<file path="src/rtl/dmem_req_ctrl_pkg.sv">
// Shared types for the data-memory request path.
//   mem_in_s        : controller -> memory request packet
//   mem_out_s       : memory -> controller response packet
//   dmem_req_state  : controller progress (idle / request sent / request acked)
package dmem_req_ctrl_pkg;

    localparam int data_mem_addr_width_gp = 32;
    localparam int byte_lanes_gp          = 4;

    typedef enum logic [1:0] {
        DMEM_IDLE      = 2'd0,
        DMEM_REQ_SENT  = 2'd1,
        DMEM_REQ_ACKED = 2'd2
    } dmem_req_state;

    typedef struct packed {
        logic        valid;
        logic        wen;
        logic        byte_not_word;
        logic [31:0] write_data;
        logic        yumi;          // consumes a read response
    } mem_in_s;

    typedef struct packed {
        logic        valid;         // read_data is valid
        logic        yumi;          // request accepted
        logic [31:0] read_data;
    } mem_out_s;

endpackage

</file>
<file path="src/rtl/dmem_req_ctrl_if.sv">
// Memory-side bus of the data-memory request controller.
//   to_mem_o   : request packet (controller drives)
//   mem_addr_o : registered request address (controller drives)
//   from_mem_i : response packet (memory drives)
// master = controller, slave = memory.
interface dmem_req_ctrl_if
    import dmem_req_ctrl_pkg::*;
#(
    parameter int addr_width_p = data_mem_addr_width_gp
) ();

    mem_in_s                 to_mem_o;
    logic [addr_width_p-1:0] mem_addr_o;
    mem_out_s                from_mem_i;

    modport master (output to_mem_o, output mem_addr_o, input from_mem_i);
    modport slave  (input to_mem_o, input mem_addr_o, output from_mem_i);

endinterface

</file>
<file path="src/rtl/dmem_byte_fmt.sv">
// Byte-lane formatter, purely combinational.
//   isRead=0 (store path): byte op replicates the selected byte into all lanes.
//   isRead=1 (load path) : byte op zero-extends the selected lane.
//   Word ops pass dataIn through unchanged.
// Ports: isByte, laneSel (byte lane, little endian), dataIn, dataOut.
module dmem_byte_fmt
    import dmem_req_ctrl_pkg::*;
#(
    parameter bit isRead = 1'b0
) (
    input  logic        isByte,
    input  logic [1:0]  laneSel,
    input  logic [31:0] dataIn,
    output logic [31:0] dataOut
);

    logic [7:0] laneByte;

    assign laneByte = dataIn[{laneSel, 3'b000} +: 8];

    generate
        if (isRead) begin : gRead
            assign dataOut = isByte ? {24'b0, laneByte} : dataIn;
        end else begin : gWrite
            assign dataOut = isByte ? {byte_lanes_gp{laneByte}} : dataIn;
        end
    endgenerate

endmodule

</file>
<file path="src/rtl/dmem_req_ctrl.sv">
// Data-memory request controller between execute stage and data memory.
// Turns LW/LBU/SW/SB into the mem_in_s/mem_out_s handshake, stalls the core
// until the access completes and returns byte-extracted load data.
// Ports:
//   clk, n_reset (sync, active low)
//   req_valid_i/req_wen_i/req_byte_i/req_addr_i/req_wdata_i : core request
//   stall_o, done_o, rdata_o : core response
//   err_o : watchdog error
//   mem (dmem_req_ctrl_if.master) : to_mem_o, mem_addr_o, from_mem_i
// Optional: DMEM_REQ_CTRL_TIMEOUT_EN adds a watchdog of timeout_cycles_p
// non-idle cycles; without it err_o is tied low.
module dmem_req_ctrl
    import dmem_req_ctrl_pkg::*;
#(
    parameter int addr_width_p     = data_mem_addr_width_gp,
    parameter int timeout_cycles_p = 256
) (
    input  logic                    clk,
    input  logic                    n_reset,
    input  logic                    req_valid_i,
    input  logic                    req_wen_i,
    input  logic                    req_byte_i,
    input  logic [addr_width_p-1:0] req_addr_i,
    input  logic [31:0]             req_wdata_i,
    output logic                    stall_o,
    output logic [31:0]             rdata_o,
    output logic                    done_o,
    output logic                    err_o,
    dmem_req_ctrl_if.master         mem
);

    dmem_req_state           state, stateNext;
    logic                    reqWen, reqByte;
    logic [addr_width_p-1:0] reqAddr;
    logic [31:0]             reqWdata, wdataFmt;
    logic                    toMemValid, toMemYumi;
    logic                    accept, errHold, timeoutHit;

    dmem_byte_fmt #(.isRead(1'b0)) wrFmt (
        .isByte (req_byte_i),
        .laneSel(2'b00),
        .dataIn (req_wdata_i),
        .dataOut(wdataFmt)
    );

    dmem_byte_fmt #(.isRead(1'b1)) rdFmt (
        .isByte (reqByte),
        .laneSel(reqAddr[1:0]),
        .dataIn (mem.from_mem_i.read_data),
        .dataOut(rdata_o)
    );

    // A timed-out controller refuses new work until reset.
    assign accept  = (state == DMEM_IDLE) && req_valid_i && !errHold;
    assign stall_o = req_valid_i & ~done_o;

    always_ff @(posedge clk) begin
        if (!n_reset) begin
            state    <= DMEM_IDLE;
            reqWen   <= 1'b0;
            reqByte  <= 1'b0;
            reqAddr  <= '0;
            reqWdata <= '0;
        end else begin
            state <= stateNext;
            if (accept) begin
                reqWen   <= req_wen_i;
                reqByte  <= req_byte_i;
                reqAddr  <= req_addr_i;
                reqWdata <= wdataFmt;
            end
        end
    end

    always_comb begin
        stateNext  = state;
        done_o     = 1'b0;
        toMemValid = 1'b0;
        toMemYumi  = 1'b0;
        case (state)
            DMEM_IDLE: begin
                if (accept) stateNext = DMEM_REQ_SENT;
            end
            DMEM_REQ_SENT: begin
                toMemValid = 1'b1;
                if (mem.from_mem_i.yumi) begin
                    if (reqWen) begin
                        done_o    = 1'b1;
                        stateNext = DMEM_IDLE;
                    end else if (mem.from_mem_i.valid) begin
                        // Data came back with the accept: consume it now.
                        done_o    = 1'b1;
                        toMemYumi = 1'b1;
                        stateNext = DMEM_IDLE;
                    end else begin
                        stateNext = DMEM_REQ_ACKED;
                    end
                end
            end
            DMEM_REQ_ACKED: begin
                if (mem.from_mem_i.valid) begin
                    done_o    = 1'b1;
                    toMemYumi = 1'b1;
                    stateNext = DMEM_IDLE;
                end
            end
            default: stateNext = DMEM_IDLE;
        endcase
        // Completion in the deadline cycle wins over the watchdog.
        if (timeoutHit) stateNext = DMEM_IDLE;
    end

    always_comb begin
        mem.to_mem_o               = '0;
        mem.to_mem_o.valid         = toMemValid;
        mem.to_mem_o.wen           = reqWen;
        mem.to_mem_o.byte_not_word = reqByte;
        mem.to_mem_o.write_data    = reqWdata;
        mem.to_mem_o.yumi          = toMemYumi;
    end

    assign mem.mem_addr_o = reqAddr;

`ifdef DMEM_REQ_CTRL_TIMEOUT_EN
    localparam int CntW = $clog2(timeout_cycles_p + 1);

    logic [CntW-1:0] toCnt;
    logic            errReg;

    // toCnt counts non-idle cycles of the current access, starting at 0.
    assign timeoutHit = (state != DMEM_IDLE) && !done_o &&
                        (toCnt == CntW'(timeout_cycles_p - 1));
    assign errHold    = errReg;
    assign err_o      = errReg;

    always_ff @(posedge clk) begin
        if (!n_reset) begin
            toCnt  <= '0;
            errReg <= 1'b0;
        end else begin
            if (accept)                  toCnt <= '0;
            else if (state != DMEM_IDLE) toCnt <= toCnt + 1'b1;
            if (timeoutHit)              errReg <= 1'b1;
        end
    end
`else
    logic unusedTimeout;

    assign unusedTimeout = ^timeout_cycles_p;
    assign timeoutHit    = 1'b0;
    assign errHold       = 1'b0;
    assign err_o         = 1'b0;
`endif

endmodule

</file>
<file path="src/flat_wrapper.sv">
// flat-port wrapper written by rule: the top's interface ports become plain ports
module dmem_req_ctrl_flat import dmem_req_ctrl_pkg::*;
#(
    parameter int addr_width_p     = data_mem_addr_width_gp,
    parameter int timeout_cycles_p = 256
)
  (clk, n_reset, req_valid_i, req_wen_i, req_byte_i, req_addr_i, req_wdata_i, stall_o, rdata_o, done_o, err_o, mem_to_mem_o, mem_mem_addr_o, mem_from_mem_i);
  dmem_req_ctrl_if #(.addr_width_p(addr_width_p)) mem_i ();
  input  logic clk;
  input  logic n_reset;
  input  logic req_valid_i;
  input  logic req_wen_i;
  input  logic req_byte_i;
  input  logic [addr_width_p-1:0] req_addr_i;
  input  logic [31:0] req_wdata_i;
  output logic stall_o;
  output logic [31:0] rdata_o;
  output logic done_o;
  output logic err_o;
  output wire logic [$bits(mem_i.to_mem_o)-1:0] mem_to_mem_o;
  output wire logic [$bits(mem_i.mem_addr_o)-1:0] mem_mem_addr_o;
  input wire logic [$bits(mem_i.from_mem_i)-1:0] mem_from_mem_i;
  assign mem_to_mem_o = mem_i.to_mem_o;
  assign mem_mem_addr_o = mem_i.mem_addr_o;
  assign mem_i.from_mem_i = mem_from_mem_i;
  dmem_req_ctrl #(.addr_width_p(addr_width_p), .timeout_cycles_p(timeout_cycles_p)) u_core (.clk(clk), .n_reset(n_reset), .req_valid_i(req_valid_i), .req_wen_i(req_wen_i), .req_byte_i(req_byte_i), .req_addr_i(req_addr_i), .req_wdata_i(req_wdata_i), .stall_o(stall_o), .rdata_o(rdata_o), .done_o(done_o), .err_o(err_o), .mem(mem_i));
endmodule
</file>
<file path="config.mk">
export PLATFORM = sky130hd
export DESIGN_NAME = dmem_req_ctrl_flat
export DESIGN_NICKNAME = d
export VERILOG_FILES = /design/src/rtl/dmem_req_ctrl_pkg.sv /design/src/rtl/dmem_req_ctrl_if.sv /design/src/rtl/dmem_byte_fmt.sv /design/src/rtl/dmem_req_ctrl.sv /design/src/flat_wrapper.sv
export SDC_FILE = /design/constraint.sdc
export NUM_CORES = 1
export LEC_CHECK = 0
export ABC_AREA = 1
export CAP_MARGIN = 25
export CORE_ASPECT_RATIO = 1.4
export CORE_MARGIN = 2
export CORE_UTILIZATION = 41
export CTS_BUF_LIST = sky130_fd_sc_hd__clkbuf_8
export CTS_CLUSTER_SIZE = 24
export DETAILED_ROUTE_END_ITERATION = 16
export GPL_ROUTABILITY_DRIVEN = 0
export PLACE_DENSITY = 0.93
export SETUP_SLACK_MARGIN = 0.4
export SLEW_MARGIN = 20
export SYNTH_ARGS = -nofsm -noshare
export SYNTH_HDL_FRONTEND = slang
export SYNTH_SLANG_ARGS = --single-unit
</file>
<file path="constraint.sdc">
create_clock -name clk -period 2.3 [get_ports clk]
set_input_delay 0.46 -clock clk [delete_from_list [all_inputs] [get_ports clk]]
set_output_delay 0.46 -clock clk [all_outputs]
set_load 0.01 [all_outputs]
</file>
Word-level counts from Yosys, hierarchy flattened
Index checks and enable logic that the tools add are counted.

Bits in registers: 68. Bits of input ports: 103. Logic and storage cells: 32.

Equal/unequal tests: 5. Shift-type cells: 1. Muxes and demuxes: 16. Bitwise logic cells: 2. Reductions and logical operators: 3.

Operators by type and width (number): $mux 32 (2); $shiftx 32x6->8 (1); $mux 2 (5); $mux 1 (6); $pmux 2 s3 (1); $ne 2x2->1 const B (2); $pmux 1 s2 (2); $reduce_and 3->1 (1); $eq 2x1->1 const B (1); $eq 2x2->1 const B (1); $logic_not 2->1 (1); $ne 2x1->1 const B (1); $and 1x1->1 (1); $logic_and 1x1->1 (1); $not 1->1 (1).

Longest topological paths before layout
Depth after elaboration: 6. Mapped depth: 7. Gate-level depth less buffers: 7.

Hierarchy
From an unflattened synthesis, not the netlist that was laid out.

Cell total of the unflattened synthesis: 621. Area, all modules: 3812.4 sq um.

By module, submodules not included: dmem_req_ctrl (instances 1, cells each 328, area an instance 2547.4 sq um); dmem_byte_fmt at u_core.wrFmt (instances 1, cells each 171, area an instance 711.9 sq um); dmem_byte_fmt at u_core.rdFmt (instances 1, cells each 122, area an instance 553.0 sq um).

Worst setup path before layout
Ideal clock, no wire load.

Path type: reg-to-output. Start: register u_core.state[1]. End: output port done_o. Arrival time: 1.145 ns. Slack: 0.695 ns. Cell stages (with the launch flop): 7. Cell sequence: dfxtp_1 > inv_1 > ha_1 > inv_1 > o21ai_0 > inv_1 > nor3_1.

Longest elaborated chain between the ends: 2. Elaborated cells on any way between the ends: 3. Those cells by class: eq/ne (2); mux (1).

RTL lines: from (decl) (RTL line dmem_req_ctrl.sv:32) `dmem_req_state state, stateNext;`; from (signal assigned) (RTL line dmem_req_ctrl.sv:65) `state <= stateNext;`; $eq 2x2->1 or $eq 2x1->1 (tied branches) (RTL line dmem_req_ctrl.sv:80) `case (state)`; $pmux 1 s2 (*) (RTL line dmem_req_ctrl.sv:80); to (decl) (RTL line flat_wrapper.sv:18) `output logic done_o;`.

Mark *: on every way between the ends. The rest lies on a longest branch, timed or not.

Worst setup path in the final report
Start: register u_core.reqAddr[0] (netlist: u_core.mem.mem_addr_o[0]). End: output port rdata_o[6].

Longest elaborated chain between the ends: 2.

RTL lines: from (decl) (RTL line dmem_req_ctrl.sv:34) `logic [addr_width_p-1:0] reqAddr;`; from (signal assigned) (RTL line dmem_req_ctrl.sv:69) `reqAddr <= req_addr_i;`; $shiftx 32x6->8 (RTL line dmem_byte_fmt.sv:19) `assign laneByte = dataIn[{laneSel, 3'b000} +: 8];`; $mux 32 (RTL line dmem_byte_fmt.sv:23) `assign dataOut = isByte ? {24'b0, laneByte} : dataIn;`; to (decl) (RTL line flat_wrapper.sv:17) `output logic [31:0] rdata_o;`.

No other way between the ends.

==> impl_metrics.json <==
{
  "drc_errors": 0,
  "hold_ws_ns": 0.4776,
  "clock-sinks": 68,
  "layout-drive-gt1-share_pct": 18.73,
  "clock_latency_ns": 0.35,
  "path_common_cell": "nand2_1",
  "cts-htree-levels": 3,
  "end_kind": "output pin",
  "grt_pass1_wl_um": 17790,
  "synth_cell_types": 21,
  "r2r_cells": 7,
  "cp_cell_sequence": "inv_8 > nor2_4 > buf_6 > nand2_1 > nand2_1 > nand2_1 > nand2_1 > buf_2",
  "placed_area_mm2": 0.005345,
  "worstSetupPathDepth": 8,
  "via_per_inst": 5.010,
  "reg2reg_slack_ns": 0.82,
  "initial_core_util_pct": 42.01,
  "hold_viol_final": 0,
  "cp-start-kind": "flip-flop",
  "die_w_um": 79.08,
  "cts_tree": "yes",
  "min_period_ns": 1.987,
  "netSwitchingPower_mw": 2.137,
  "synth_top_area_cell": "dfxtp_1",
  "synth_area_leaders": "dfxtp_1, nor2_1, o21ai_0, nand2_1, a21oi_2",
  "critPathKind": "flip-flop to output pin",
  "clock_path_buffers": 2,
  "syn-num-nets": 574,
  "drt-pass1-iter-count": 5,
  "cp.arrival_ns": 1.53,
  "r2r-start": "u_core.state[0]",
  "worstPathRequired_ns": 1.84,
  "grt_usage_pct": 26.67,
  "numCtsBuffers": 9,
  "slew_headroom_pct": 63.89,
  "status": "completed",
  "synthesis.area_mm2": 0.003236,
  "power_mw": 5.587,
  "rows": 38,
  "syn_inst": 467,
  "max_freq_ghz": 0.5033,
  "seq_area_frac_synth_pct": 42.07,
  "wirelength_um": 12210,
  "wl_per_cell_um": 15.69,
  "port_buffers": 204,
  "pwr-share-seq_pct": 32.2,
  "drt_iter0_drc": 134,
  "setup_viol": 0,
  "fillers": 557,
  "clock_skew_ns": 0.007019,
  "coreArea_mm2": 0.007702,
  "reg2reg_to": "u_core.reqWdata[13]",
  "dieArea_mm2": 0.008628,
  "area_growth_pct": 77.42,
  "p_leak_nw": 2.571,
  "p_int_mw": 3.450,
  "ant_nets": 0,
  "cpMaxStageDelayCell": "dfxtp_4",
  "peakVddDrop_uv": 634.3,
  "avgSynthCellArea_um2": 6.928,
  "path_max_fanout": 7,
  "hp-class": "flip-flop to flip-flop",
  "final_area_mm2": 0.005741,
  "overflow": 0,
  "dr_total_vias": 3898,
  "pin_count": 206,
  "clkPwrFrac_pct": 16.5,
  "final-max-slew-violation-count": 0,
  "cts_root_buffer": "clkbuf_8",
  "period_share_pct": 86.38,
  "synth.top_cell.area_share_pct": 42.07,
  "clk_pin_slew_worst_paths_ns": 0.06,
  "n_antenna_cell": 0,
  "path_delay_family": "simple AND/OR/NAND/NOR gates",
  "synth_warnings": 0,
  "finalNetCount": 781,
  "power.density_mw_per_mm2": 973.3,
  "path_buf_inv": 3,
  "min_from": "u_core.mem.mem_addr_o[4]",
  "final_cell_mix": "clkdlybuf4s50_1, nor2_1, o21ai_0, dfxtp_1, nand2_1",
  "hpwl_um": 8823,
  "rsz0062_at_grt": "true",
  "grt_pass1_vias": 3784,
  "max_stage_delay_ns": 0.43,
  "switching_share_pct": 38.25,
  "ys_ff_latch": 68,
  "tightest_slew_ns": 0.5417,
  "antenna_found_initial": 0,
  "grt_max_degree": 45,
  "layout_commonest_cell": "clkdlybuf4s50_1",
  "die_h_um": 109.1,
  "drv_cap": 0,
  "combPwrFrac_pct": 51.3,
  "hold_path_depth": 2,
  "holdPathEnd": "u_core.mem.mem_addr_o[4]"
}
-- area by class of cell --
cell class              instances  area [um2]  area share (%)
clock inverters                 2       8.758          0.1526
repair buffers                230        2212           38.54
well taps                     100       125.1           2.180
clock buffers                  13       178.9           3.117
inverters                      44       180.2           3.139
flip-flops and latches         68        1378           24.00
multi-input cells             321        1658           28.88
-- stage by stage --
step	worst slack [ns]	instances	utilization (%)	TNS (ns)
CTS	0.2573	777	72.73	0
floorplan	0.6949	467	-	0
global placement	-0.1239	756	69.40	-0.4305
finish	0.3132	778	74.53	0
detailed placement	-0.1147	756	69.40	-0.5237
global route	0.2480	778	74.53	0
-- worst max-delay path by stage --
stage | startpoint | end | slack, ns
after floorplan | u_core.state[1] | done_o | 0.69
after global placement | mem_from_mem_i[32] | mem_to_mem_o[0] | -0.12
after detailed placement | mem_from_mem_i[32] | mem_to_mem_o[0] | -0.11
after CTS | u_core.state[1] | mem_to_mem_o[0] | 0.26
after global routing | u_core.mem.mem_addr_o[0] | rdata_o[6] | 0.25
final | u_core.mem.mem_addr_o[0] | rdata_o[6] | 0.31
-- sequential cells by signal, indices dropped and copies added, names as in the netlist --
name                   flops
u_core.reqWdata           32
u_core.reqByte             1
u_core.mem.mem_addr_o     32
u_core.state               2
u_core.reqWen              1
-- per-layer routing --
layer,GRT usage [%],up-vias,share of wire (%)
met5,0,-,0
met4,16.13,0,4.5
met3,7.864,43,7.5
met2,50.61,185,53
met1,24.61,1788,35
li1,-,1882,-
-- power groups by stage --
| stage | sequential (mW) | combinational (mW) | clock (mW) |
|---|---|---|---|
| final | 1.80 | 2.87 | 0.922 |
| after global routing | 1.84 | 3.10 | 0.980 |
| after detailed placement | 1.77 | 2.69 | 0 |
| after CTS | 1.77 | 2.74 | 0.939 |
| after floorplan | 1.88 | 1.24 | 0 |
| after global placement | 1.74 | 2.61 | 0 |
-- tightest hold or removal path, stage by stage, from the launching register on --
cell and delay, ns:
dfxtp_1 0.32, nor2_1 0.04, nor2_1 0.08
-- cell families after synthesis --
| family | synth area share [%] |
|---|---|
| AOI/OAI and AO/OA | 21.00 |
| other | 0.1159 |
| and+or+nand+nor | 23.67 |
| DFF | 42.07 |
| adders and majority gates | 1.547 |
| buffers and inverters | 11.60 |
-- synth_stat cells, drive strengths merged --
cell type,number
nor2,111
nand2,73
o21ai,69
dfxtp,68
a21oi,51
inv,44
buf,26
nand3,9
clkbuf,8
ha,4
nor3,3
conb,1
-- repair_timing --
action	CTS	global route
hold buffers	0	0
gates cloned	0	1
setup buffers	6	0
setup endpoints to repair	39	15
gates resized for setup	109	49
pin swaps	14	19
No activity file was read; power rests on OpenSTA's default activity.
